File: src/rtl/ps2_pkg.sv
// Shared types, frame constants and the parity helper for the PS/2 keyboard receiver.
package ps2_pkg;

    typedef enum logic [1:0] {
        ST_IDLE,
        ST_DATA,
        ST_PARITY,
        ST_STOP
    } ps2_state_e;

    localparam int unsigned DATA_BITS = 8;
    localparam logic        START_BIT = 1'b0;
    localparam logic        STOP_BIT  = 1'b1;

    // A frame is good when data bits plus the parity bit hold an odd number of ones.
    function automatic logic odd_parity_ok(input logic [DATA_BITS-1:0] b, input logic p);
        return ^{b, p};
    endfunction

endpackage

File: src/rtl/ps2_fifo.sv
// Synchronous show-ahead FIFO: dout always holds the head entry while not empty.
module ps2_fifo
    import ps2_pkg::*;
#(
    parameter int unsigned FIFO_LOG2 = 3
) (
    input  logic                 clock,
    input  logic                 reset_n,
    input  logic                 push,
    input  logic                 pop,
    input  logic [DATA_BITS-1:0] din,
    output logic [DATA_BITS-1:0] dout,
    output logic                 empty,
    output logic                 full
);

    localparam int unsigned DEPTH = 1 << FIFO_LOG2;
    localparam int unsigned PW    = FIFO_LOG2;
    localparam int unsigned CW    = FIFO_LOG2 + 1;

    logic [DATA_BITS-1:0] mem_q [DEPTH];
    logic [PW-1:0]        wr_ptr_q, wr_ptr_d;
    logic [PW-1:0]        rd_ptr_q, rd_ptr_d;
    logic [CW-1:0]        count_q, count_d;
    logic [DATA_BITS-1:0] dout_q, dout_d;
    logic                 empty_q, empty_d;
    logic                 full_q, full_d;
    logic                 do_pop, do_push;

    // Pop is resolved first so a push into a full FIFO that is being read is kept.
    always_comb begin
        do_pop   = pop && !empty_q;
        do_push  = push && (!full_q || do_pop);
        wr_ptr_d = wr_ptr_q + PW'(do_push);
        rd_ptr_d = rd_ptr_q + PW'(do_pop);
        count_d  = count_q;
        if (do_push && !do_pop) begin
            count_d = count_q + CW'(1);
        end else if (do_pop && !do_push) begin
            count_d = count_q - CW'(1);
        end
        empty_d = (count_d == '0);
        full_d  = (count_d == CW'(DEPTH));
        dout_d  = dout_q;
        if (do_push || do_pop) begin
            dout_d = (do_push && (wr_ptr_q == rd_ptr_d)) ? din : mem_q[rd_ptr_d];
        end
    end

    always_ff @(posedge clock or negedge reset_n) begin
        if (!reset_n) begin
            wr_ptr_q <= '0;
            rd_ptr_q <= '0;
            count_q  <= '0;
            dout_q   <= '0;
            empty_q  <= 1'b1;
            full_q   <= 1'b0;
        end else begin
            wr_ptr_q <= wr_ptr_d;
            rd_ptr_q <= rd_ptr_d;
            count_q  <= count_d;
            dout_q   <= dout_d;
            empty_q  <= empty_d;
            full_q   <= full_d;
        end
    end

    always_ff @(posedge clock) begin
        if (do_push) begin
            mem_q[wr_ptr_q] <= din;
        end
    end

    assign dout  = dout_q;
    assign empty = empty_q;
    assign full  = full_q;

endmodule

File: src/rtl/ps2_keyboard.sv
// PS/2 device-to-host receiver: synchroniser, clock glitch filter, frame FSM and scancode FIFO.
// Define PS2_WATCHDOG_EN to add an inter-edge timeout that abandons truncated frames.
module ps2_keyboard
    import ps2_pkg::*;
#(
    parameter int unsigned CLK_HZ     = 25000000,
    parameter int unsigned FIFO_LOG2  = 3,
    parameter int unsigned TIMEOUT_US = 2000,
    parameter int unsigned FILTER_LEN = 4
) (
    input  logic                 clock,
    input  logic                 reset_n,
    input  logic                 ps2_clk,
    input  logic                 ps2_dat,
    input  logic                 rd,
    input  logic                 clr_err,
    output logic [DATA_BITS-1:0] data,
    output logic                 ready,
    output logic                 overflow,
    output logic                 parity_err
);

    localparam int unsigned FCW = (FILTER_LEN > 2) ? $clog2(FILTER_LEN) : 1;
    localparam int unsigned BCW = $clog2(DATA_BITS);

    logic [1:0]           clk_sync_q, dat_sync_q;
    logic                 filt_q, filt_d, filt_prev_q;
    logic [FCW-1:0]       fcnt_q, fcnt_d;
    logic                 fall_c;
    logic                 dat;

    ps2_state_e           state_q, state_d;
    logic [BCW-1:0]       bit_cnt_q, bit_cnt_d;
    logic [DATA_BITS-1:0] shift_q, shift_d;
    logic                 par_q, par_d;
    logic                 push_q, push_d;
    logic                 perr_set;
    logic                 ovf_q, ovf_d;
    logic                 perr_q, perr_d;
    logic                 fifo_empty, fifo_full;
    logic                 wdog_expired_c;

    assign dat    = dat_sync_q[1];
    assign fall_c = filt_prev_q & ~filt_q;

    // Filtered clock flips only after FILTER_LEN consecutive samples at the new level.
    always_comb begin
        filt_d = filt_q;
        fcnt_d = '0;
        if (clk_sync_q[1] != filt_q) begin
            if (fcnt_q == FCW'(FILTER_LEN - 1)) begin
                filt_d = clk_sync_q[1];
            end else begin
                fcnt_d = fcnt_q + FCW'(1);
            end
        end
    end

`ifdef PS2_WATCHDOG_EN
    localparam int unsigned WDOG_CYC =
        32'((64'(CLK_HZ) * 64'(TIMEOUT_US) + 64'd999999) / 64'd1000000);
    localparam int unsigned WCW = $clog2(WDOG_CYC + 1);

    logic [WCW-1:0] wdog_q, wdog_d;

    // Reloads on each falling edge; runs down only while a frame is in progress.
    always_comb begin
        wdog_d = wdog_q;
        if (fall_c) begin
            wdog_d = WCW'(WDOG_CYC);
        end else if ((state_q != ST_IDLE) && (wdog_q != '0)) begin
            wdog_d = wdog_q - WCW'(1);
        end
    end

    assign wdog_expired_c = (state_q != ST_IDLE) && (wdog_q == '0) && !fall_c;

    always_ff @(posedge clock or negedge reset_n) begin
        if (!reset_n) begin
            wdog_q <= WCW'(WDOG_CYC);
        end else begin
            wdog_q <= wdog_d;
        end
    end
`else
    assign wdog_expired_c = 1'b0;
`endif

    // Frame FSM; the push is registered so it reaches the FIFO the cycle after the stop edge.
    always_comb begin
        state_d   = state_q;
        bit_cnt_d = bit_cnt_q;
        shift_d   = shift_q;
        par_d     = par_q;
        push_d    = 1'b0;
        perr_set  = 1'b0;
        if (fall_c) begin
            case (state_q)
                ST_IDLE: begin
                    if (dat == START_BIT) begin
                        state_d   = ST_DATA;
                        bit_cnt_d = '0;
                    end
                end
                ST_DATA: begin
                    shift_d = {dat, shift_q[DATA_BITS-1:1]};
                    if (bit_cnt_q == BCW'(DATA_BITS - 1)) begin
                        state_d = ST_PARITY;
                    end else begin
                        bit_cnt_d = bit_cnt_q + BCW'(1);
                    end
                end
                ST_PARITY: begin
                    par_d   = dat;
                    state_d = ST_STOP;
                end
                ST_STOP: begin
                    if ((dat == STOP_BIT) && odd_parity_ok(shift_q, par_q)) begin
                        push_d = 1'b1;
                    end else begin
                        perr_set = 1'b1;
                    end
                    state_d = ST_IDLE;
                end
                default: state_d = ST_IDLE;
            endcase
        end else if (wdog_expired_c) begin
            state_d = ST_IDLE;
        end
    end

    // Sticky flags: a new error in the same cycle as clr_err wins.
    always_comb begin
        ovf_d  = (ovf_q & ~clr_err) | (push_q & fifo_full & ~rd);
        perr_d = (perr_q & ~clr_err) | perr_set;
    end

    always_ff @(posedge clock or negedge reset_n) begin
        if (!reset_n) begin
            clk_sync_q  <= 2'b11;
            dat_sync_q  <= 2'b11;
            filt_q      <= 1'b1;
            filt_prev_q <= 1'b1;
            fcnt_q      <= '0;
            state_q     <= ST_IDLE;
            bit_cnt_q   <= '0;
            shift_q     <= '0;
            par_q       <= 1'b0;
            push_q      <= 1'b0;
            ovf_q       <= 1'b0;
            perr_q      <= 1'b0;
        end else begin
            clk_sync_q  <= {clk_sync_q[0], ps2_clk};
            dat_sync_q  <= {dat_sync_q[0], ps2_dat};
            filt_q      <= filt_d;
            filt_prev_q <= filt_q;
            fcnt_q      <= fcnt_d;
            state_q     <= state_d;
            bit_cnt_q   <= bit_cnt_d;
            shift_q     <= shift_d;
            par_q       <= par_d;
            push_q      <= push_d;
            ovf_q       <= ovf_d;
            perr_q      <= perr_d;
        end
    end

    ps2_fifo #(
        .FIFO_LOG2 (FIFO_LOG2)
    ) u_fifo (
        .clock   (clock),
        .reset_n (reset_n),
        .push    (push_q),
        .pop     (rd),
        .din     (shift_q),
        .dout    (data),
        .empty   (fifo_empty),
        .full    (fifo_full)
    );

    assign ready      = ~fifo_empty;
    assign overflow   = ovf_q;
    assign parity_err = perr_q;

endmodule

File: config.mk
export PLATFORM = sky130hd
export DESIGN_NAME = ps2_keyboard
export DESIGN_NICKNAME = d
export VERILOG_FILES = /design/src/rtl/ps2_pkg.sv /design/src/rtl/ps2_fifo.sv /design/src/rtl/ps2_keyboard.sv
export SDC_FILE = /design/constraint.sdc
export NUM_CORES = 1
export LEC_CHECK = 0
export ABC_CLOCK_PERIOD_IN_PS = 3100
export CORE_MARGIN = 1
export CORE_UTILIZATION = 51
export CTS_CLUSTER_SIZE = 10
export DETAILED_ROUTE_END_ITERATION = 6
export PLACE_DENSITY = 0.7
export SYNTH_ARGS = -nofsm -noshare
export SYNTH_HDL_FRONTEND = slang
export SYNTH_SLANG_ARGS = --single-unit
File: constraint.sdc
create_clock -name clock -period 3.1 [get_ports clock]
set_input_delay 0.465 -clock clock [delete_from_list [all_inputs] [get_ports clock]]
set_output_delay 0.465 -clock clock [all_outputs]
set_load 0.01 [all_outputs]
==> run summary, run 1 <==
Status: finished, final reports clean
Tmin final: 2.73 ns
Max IR drop VDD: 0.443 mV
Post-CTS resize count: 0
Place WS: 0.0414 ns
DRC violation count after routing: 0
Detailed-route vias per instance: 5.54
Clk_lat worst skew: 0.37 ns
Post-Syn Area per Cell: 16.1 um2
Post-synthesis sequential area ratio: 64.9%
IO Count: 17
Initial Util: 53.3%
Area growth from synthesis to layout: 10.8%
Initial antenna violation count: 0
Global-route wire length before repair: 12600 um
Largest net degree at the start of global routing: 46
Fmax: 366 MHz
Die H: 98.1 um
Root Buffer Master: clkbuf_8
Largest delay share family, worst path: simple AND/OR/NAND/NOR gates
Setup Fix Bufs, Post-CTS: 0
CTS Hold Bufs: 0
# rows: 34
Hold WC Path Type: input port to async pin
Vias: 2426
Crit-path max cell delay: 0.67 ns
Fin crit share: 88.1%
CP Data Required Time: 3.36 ns
Slew Limit Headroom: 34.3%
DRT antenna net count: 0
DRT Pass-1 Iters: 6
Num CTS Buffers: 9
Non-Filler Instances: 438
Worst Setup Start Kind: flop
Total Wirelength: 7490 um
Clock skew: 0.0106 ns
Synthesized cell area: 4710 um2
Max_cap viols: 0
Worst Tran Pin Value: 0.985 ns
Fraction of registers with async set/reset: 41.3%
Post-synth top area share: 40.8%
Port bufs: 16
TritonCTS clock tree: yes
Syn. warnings: 0
Hpwl dp: 5230 um
WP buf/inv: 1
CP Cell Sequence: nand2b_1 -> clkinv_8 -> ha_1 -> ha_1 -> xor2_4 -> or4_1 -> o2bb2ai_1 -> o21ai_1
Die W: 98.1 um
H-tree depth: 3
Worst setup path class: flop to flop
Final Max Slew Viols: 0
Mapped Nets: 312
Final GP Congestion: 0.774
Vias in the first global route: 2518
Clock sink count: 109
Antenna diodes: 0
Filler cells: 675
Synth unique cells: 46
Detailed router's first-iteration violation count: 118
Placed Instances: 422
Post-synth EDFFs: 64
Yosys top cell by area: edfxtp_1
RSZ-0062 raised after global routing: false
Global Route Usage Sum: 17.5%
CP Max Fanout: 7
Share of layout cells above drive strength 1: 22.4%
Worst path slowest cell: or4_1
Die area: 9630 um2
Synthesis-stage register bit count: 109
Core area: 8850 um2
Clock Tree Buf Depth: 2
Final setup fails: 0
Global route overflow: 0
Sequential cell area: 3060 um2
Main synth FF type: edfxtp_1
Final hold vios: 0
Area taken by multi-input logic gates: 1500 um2
Synth Instances: 292
Routed length per instance: 17.1 um
PwrDens: 940 nW/um2
Clk slew on worst S/H paths: 0.10 ns
CP arrival: 2.99 ns
Fin worst setup slack: 0.370 ns
Setup TNS: 0 ns
Layout Nets: 345
Synth top area cells: edfxtp_1, dfrtp_1, mux4_2
Pleak: 1.94 nW
CP most frequent cell: ha_1
Crit. End Element: flop
==> power by group <==
group,internal (W),total [W],switching (W)
sequential,0.00188,0.00218,0.000295
combinational,0.00102,0.00190,0.000886
clock,0.000374,0.000828,0.000454
==> routing by layer <==
metal	vias up	GRT usage [%]	share of wire [%]
li1	1158	-	-
met1	1222	23.3	47
met2	37	27.8	48
met3	9	5.44	2.9
met4	0	5.28	1.6
met5	-	0	0
==> registers in the layout, indices dropped and copies added, names as in the netlist, 3 cells and up <==
register,cells
bit_cnt_q,3
shift_q,8
u_fifo.count_q,4
u_fifo.dout,8
u_fifo.mem_q,64
u_fifo.rd_ptr_q,3
u_fifo.wr_ptr_q,3
==> cells in the mapped netlist, drive strengths merged, types with 4 or more instances <==
| master | number |
|---|---|
| mux2 | 11 |
| o2bb2ai | 7 |
| a21oi | 5 |
| dfrtp | 38 |
| o21bai | 7 |
| nor2 | 4 |
| xor2 | 6 |
| dfstp | 7 |
| o21ai | 22 |
| xnor2 | 8 |
| edfxtp | 64 |
| ha | 14 |
| clkbuf | 4 |
| nand2b | 4 |
| nor3 | 7 |
| inv | 10 |
| nor2b | 7 |
| mux4 | 16 |
| nand2 | 17 |
| buf | 5 |
==> final cells by class <==
type                       count  area share, %
clock buffer                  10           2.44
tap                          108           2.59
sequential                   109           58.5
clock inverter                 6           1.20
inverter                      11           1.03
multi-input combinational    162           28.7
timing repair buffer          32           5.51
==> worst reg2reg max path, delay by kind of cell, from the launching register on <==
family | cells | cell delay [ns]
XOR/XNOR | 1 | 0.24
buffers and inverters | 1 | 0.08
flip-flops | 1 | 0.56
adder cells (fa/ha/maj) | 2 | 0.55
AND/OR/NAND/NOR | 2 | 0.94
AO/OA/AOI/OAI | 2 | 0.27
==> through the flow <==
stage	instance area, um2	power, W	utilization [%]	hold WS, ns
after floorplan	4710	0.00363	-	0.169
after global placement	5030	0.00410	56.9	0.345
after detailed placement	5030	0.00413	56.9	0.349
after CTS	5220	0.00497	59.0	0.267
after global routing	5220	0.00523	59.0	0.325
final	5220	0.00491	59.0	0.240
==> placed cells by master (no fill, tap or decap), types with 3 or more instances in the layout <==
master,Yosys,final
ha_1,14,14
clkdlybuf4s50_1,0,15
xnor2_1,8,8
nor2_1,4,4
o21bai_1,7,7
clkinv_2,0,3
dfstp_2,7,7
a21oi_1,5,5
edfxtp_1,64,64
nand2_1,17,17
and2_1,3,3
nor2b_1,7,7
o21ai_0,14,14
clkbuf_8,4,9
dfrtp_1,38,38
mux2_2,11,11
nor3_1,7,7
o2bb2ai_1,7,7
o21ai_1,7,7
a22oi_1,3,3
inv_1,9,9
buf_4,2,15
mux4_2,16,16
nand2b_1,4,4
xor2_1,5,5
==> cell families (layout without fill, tap and decap cells) <==
kind of cell / Yosys count / in the layout / synth area share, %
buf+inv: 21 / 59 / 3.34
compound gates: 53 / 53 / 8.23
xor+xnor: 15 / 15 / 3.48
simple gates: 52 / 52 / 5.89
flops: 109 / 109 / 64.9
fa+ha+maj: 14 / 14 / 3.72
mux: 28 / 28 / 10.5
==> worst paths after layout <==
check	end	startpoint	slack, ns	depth (start not counted)
setup / recovery	u_fifo.dout[6]	u_fifo.empty	0.37	8
hold / removal	state_q[1]	reset_n	0.24	1
setup reg to reg	u_fifo.dout[6]	u_fifo.empty	0.37	8
hold reg to reg	clk_sync_q[1]	clk_sync_q[0]	0.36	0
max in group asynchronous	u_fifo.rd_ptr_q[0]	reset_n	2.24	1
min in group clock	clk_sync_q[1]	clk_sync_q[0]	0.36	0
(Power assumes the default switching activity.)
==> run 2, diff against run 1 <==
--- a/config.mk
+++ b/config.mk
@@ -5,12 +5,11 @@
 export SDC_FILE = /design/constraint.sdc
 export NUM_CORES = 1
 export LEC_CHECK = 0
-export ABC_CLOCK_PERIOD_IN_PS = 3100
 export CORE_MARGIN = 1
-export CORE_UTILIZATION = 51
+export CORE_UTILIZATION = 50
 export CTS_CLUSTER_SIZE = 10
 export DETAILED_ROUTE_END_ITERATION = 6
-export PLACE_DENSITY = 0.7
+export PLACE_DENSITY = 0.69
 export SYNTH_ARGS = -nofsm -noshare
 export SYNTH_HDL_FRONTEND = slang
 export SYNTH_SLANG_ARGS = --single-unit
==> run 2 against run 1 <==
  * Global-route usage down 0.15 points
  * Register-to-register slack better by 0.03 ns
  * Critical path depth is 1 higher
  * Largest power group unchanged
  * Power grew 0.29%
  * Die area is 2.0% higher
  * Sequential power about the same
  * Highest routed layer unchanged
  * Maximum frequency increased by 0.93%
  * Final area hardly changed
==> run summary, run 2 (same netlist as run 1, synthesis figures left out) <==
Final GP Congestion: 0.769 (-0.67%)
Worst Setup Start Kind: flop
Global-route wire length before repair: 12600 um (about the same)
Placed Instances: 424 (+0.47%)
CP Max Fanout: 8 (+1)
Routed length per instance: 17.7 um (+3.5%)
Post-layout instance area: 5220 um2 (about the same)
H-tree depth: 3 (unchanged)
Setup Fix Bufs, Post-CTS: 0 (unchanged)
Non-Filler Instances: 440 (+0.46%)
RSZ-0062 raised after global routing: false
Core area: 9200 um2 (+3.9%)
Initial Util: 51.3% (-2.0 points)
Hpwl dp: 5360 um (+2.4%)
Pleak: 1.93 nW (-0.40%)
Vias in the first global route: 2497 (-0.83%)
Initial antenna violation count: 0 (unchanged)
Clk_lat worst skew: 0.36 ns (about the same)
Largest net degree at the start of global routing: 46 (unchanged)
Worst setup path class: flop to flop
Hold_ws: 0.269 ns (+0.0292 ns)
Worst setup path end: u_fifo.dout[6]
Tmin final: 2.70 ns (-0.0250 ns)
Global route overflow: 0 (unchanged)
Clock skew: 0.00998 ns (-0.000615 ns)
Top reg by flops: u_fifo.mem_q
Worst Tran Pin Value: 1.02 ns (+0.0361 ns)
R2R setup slack: 0.40 ns (+0.03 ns)
Detailed-route vias per instance: 5.60 (+1.1%)
Die H: 99.1 um (+0.97%)
Root Buffer Master: clkbuf_8
Commonest non-fill, non-tap cell in the layout: edfxtp_1
R2r worst-path depth: 9 (+1)
Clock Tree Buf Depth: 2 (unchanged)
Hold WC Path Type: input port to async pin
DRT Pass-1 Iters: 4 (-2)
CP Launch Point: u_fifo.empty
Commonest cells after routing, fill and taps aside: edfxtp_1, dfrtp_1, nand2_1
Share of layout cells above drive strength 1: 21.6% (-0.84 points)
CTS Hold Bufs: 0 (unchanged)
Final setup fails: 0 (unchanged)
Layout Nets: 344 (-0.29%)
Vias: 2465 (+1.6%)
TritonCTS clock tree: yes
CP Data Required Time: 3.39 ns (+0.03 ns)
Status: finished, final reports clean
Detailed router's first-iteration violation count: 77 (-35%)
Max_cap viols: 0 (unchanged)
Num CTS Buffers: 9 (unchanged)
Crit. End Element: flop
Filler cells: 724 (+7.3%)
Post-CTS resize count: 0 (unchanged)
Max reg flops: 64 (unchanged)
Fin crit share: 87.3% (-0.81 points)
Fmax: 370 MHz (+0.93%)
DRC violation count after routing: 0 (unchanged)
Clk slew on worst S/H paths: 0.10 ns (about the same)
Antenna diodes: 0 (unchanged)
CP arrival: 2.99 ns (about the same)
Sequential cell area: 3060 um2 (unchanged)
Die W: 99.1 um (+0.97%)
Final hold vios: 0 (unchanged)
Area taken by multi-input logic gates: 1500 um2 (unchanged)
Slew Limit Headroom: 31.9% (-2.4 points)
FF-to-FF End: u_fifo.dout[6]
PwrDens: 943 nW/um2 (+0.31%)
IO Count: 17 (unchanged)
Clock sink count: 109 (unchanged)
DRT antenna net count: 0 (unchanged)
Total Wirelength: 7790 um (+3.9%)
Max IR drop VDD: 0.377 mV (-15%)
Area growth from synthesis to layout: 10.8% (about the same)
Port bufs: 16 (unchanged)
Global Route Usage Sum: 17.3% (-0.15 points)
# rows: 35 (+2.9%)
Die area: 9820 um2 (+2.0%)
Final Max Slew Viols: 0 (unchanged)
Placed cell areas: 5030 um2 (about the same)
Reg-to-Reg Start: u_fifo.empty
Setup TNS: 0 ns (unchanged)
[run 2: report_power, final]
group	total [W]	leakage, nW	internal, W	switching, W
Combinational	0.00192	0.713	0.00101	0.000910
Sequential	0.00217	1.12	0.00188	0.000291
Clock	0.000830	0.0980	0.000394	0.000436
[run 2: layout make-up]
class	instances	share of cell area, %
flip-flops and latches	109	58.5
multi-input cells	162	28.7
repair buffers	31	5.37
clock buffers	12	2.78
well taps	111	2.66
inverters	11	1.03
clock inverters	4	0.911
[run 2: metal layers]
| metal | global-route usage, % | vias to the layer above | part of all wire, % |
|---|---|---|---|
| met4 | 6.33 | 0 | 1.3 |
| met5 | 0 | - | 0 |
| met2 | 28.7 | 53 | 49 |
| met3 | 4.01 | 10 | 3.6 |
| met1 | 22.7 | 1243 | 46 |
| li1 | - | 1159 | - |
[run 2: per-stage QoR]
step / setup slack (ns) / total power (W) / util, %
5_1_grt: 0.205 / 0.00525 / 56.8
3_3_place_gp: 0.0996 / 0.00410 / 54.7
3_5_place_dp: 0.0879 / 0.00415 / 54.7
4_1_cts: 0.377 / 0.00498 / 56.8
2_1_floorplan: 0.468 / 0.00363 / -
6_report: 0.395 / 0.00492 / 56.8
[run 2: worst min path at each step]
stage                     slack [ns]        endpoint           from
after floorplan                 0.17    bit_cnt_q[0]        reset_n
after global placement          0.35   dat_sync_q[1]  dat_sync_q[0]
after CTS                       0.31      shift_q[2]        reset_n
final                           0.27  u_fifo.dout[6]        reset_n
after detailed placement        0.35   dat_sync_q[1]  dat_sync_q[0]
after global routing            0.33  u_fifo.dout[0]        reset_n
[run 2: worst max-delay path, stage by stage, from the launching register on]
cell and delay (ns):
dfstp_2 0.56, nand2b_1 0.25, clkinv_8 0.06, ha_1 0.18
ha_1 0.35, xor2_4 0.23, a2111oi_4 0.57, o21bai_1 0.15
o2bb2ai_1 0.14, o21ai_1 0.12
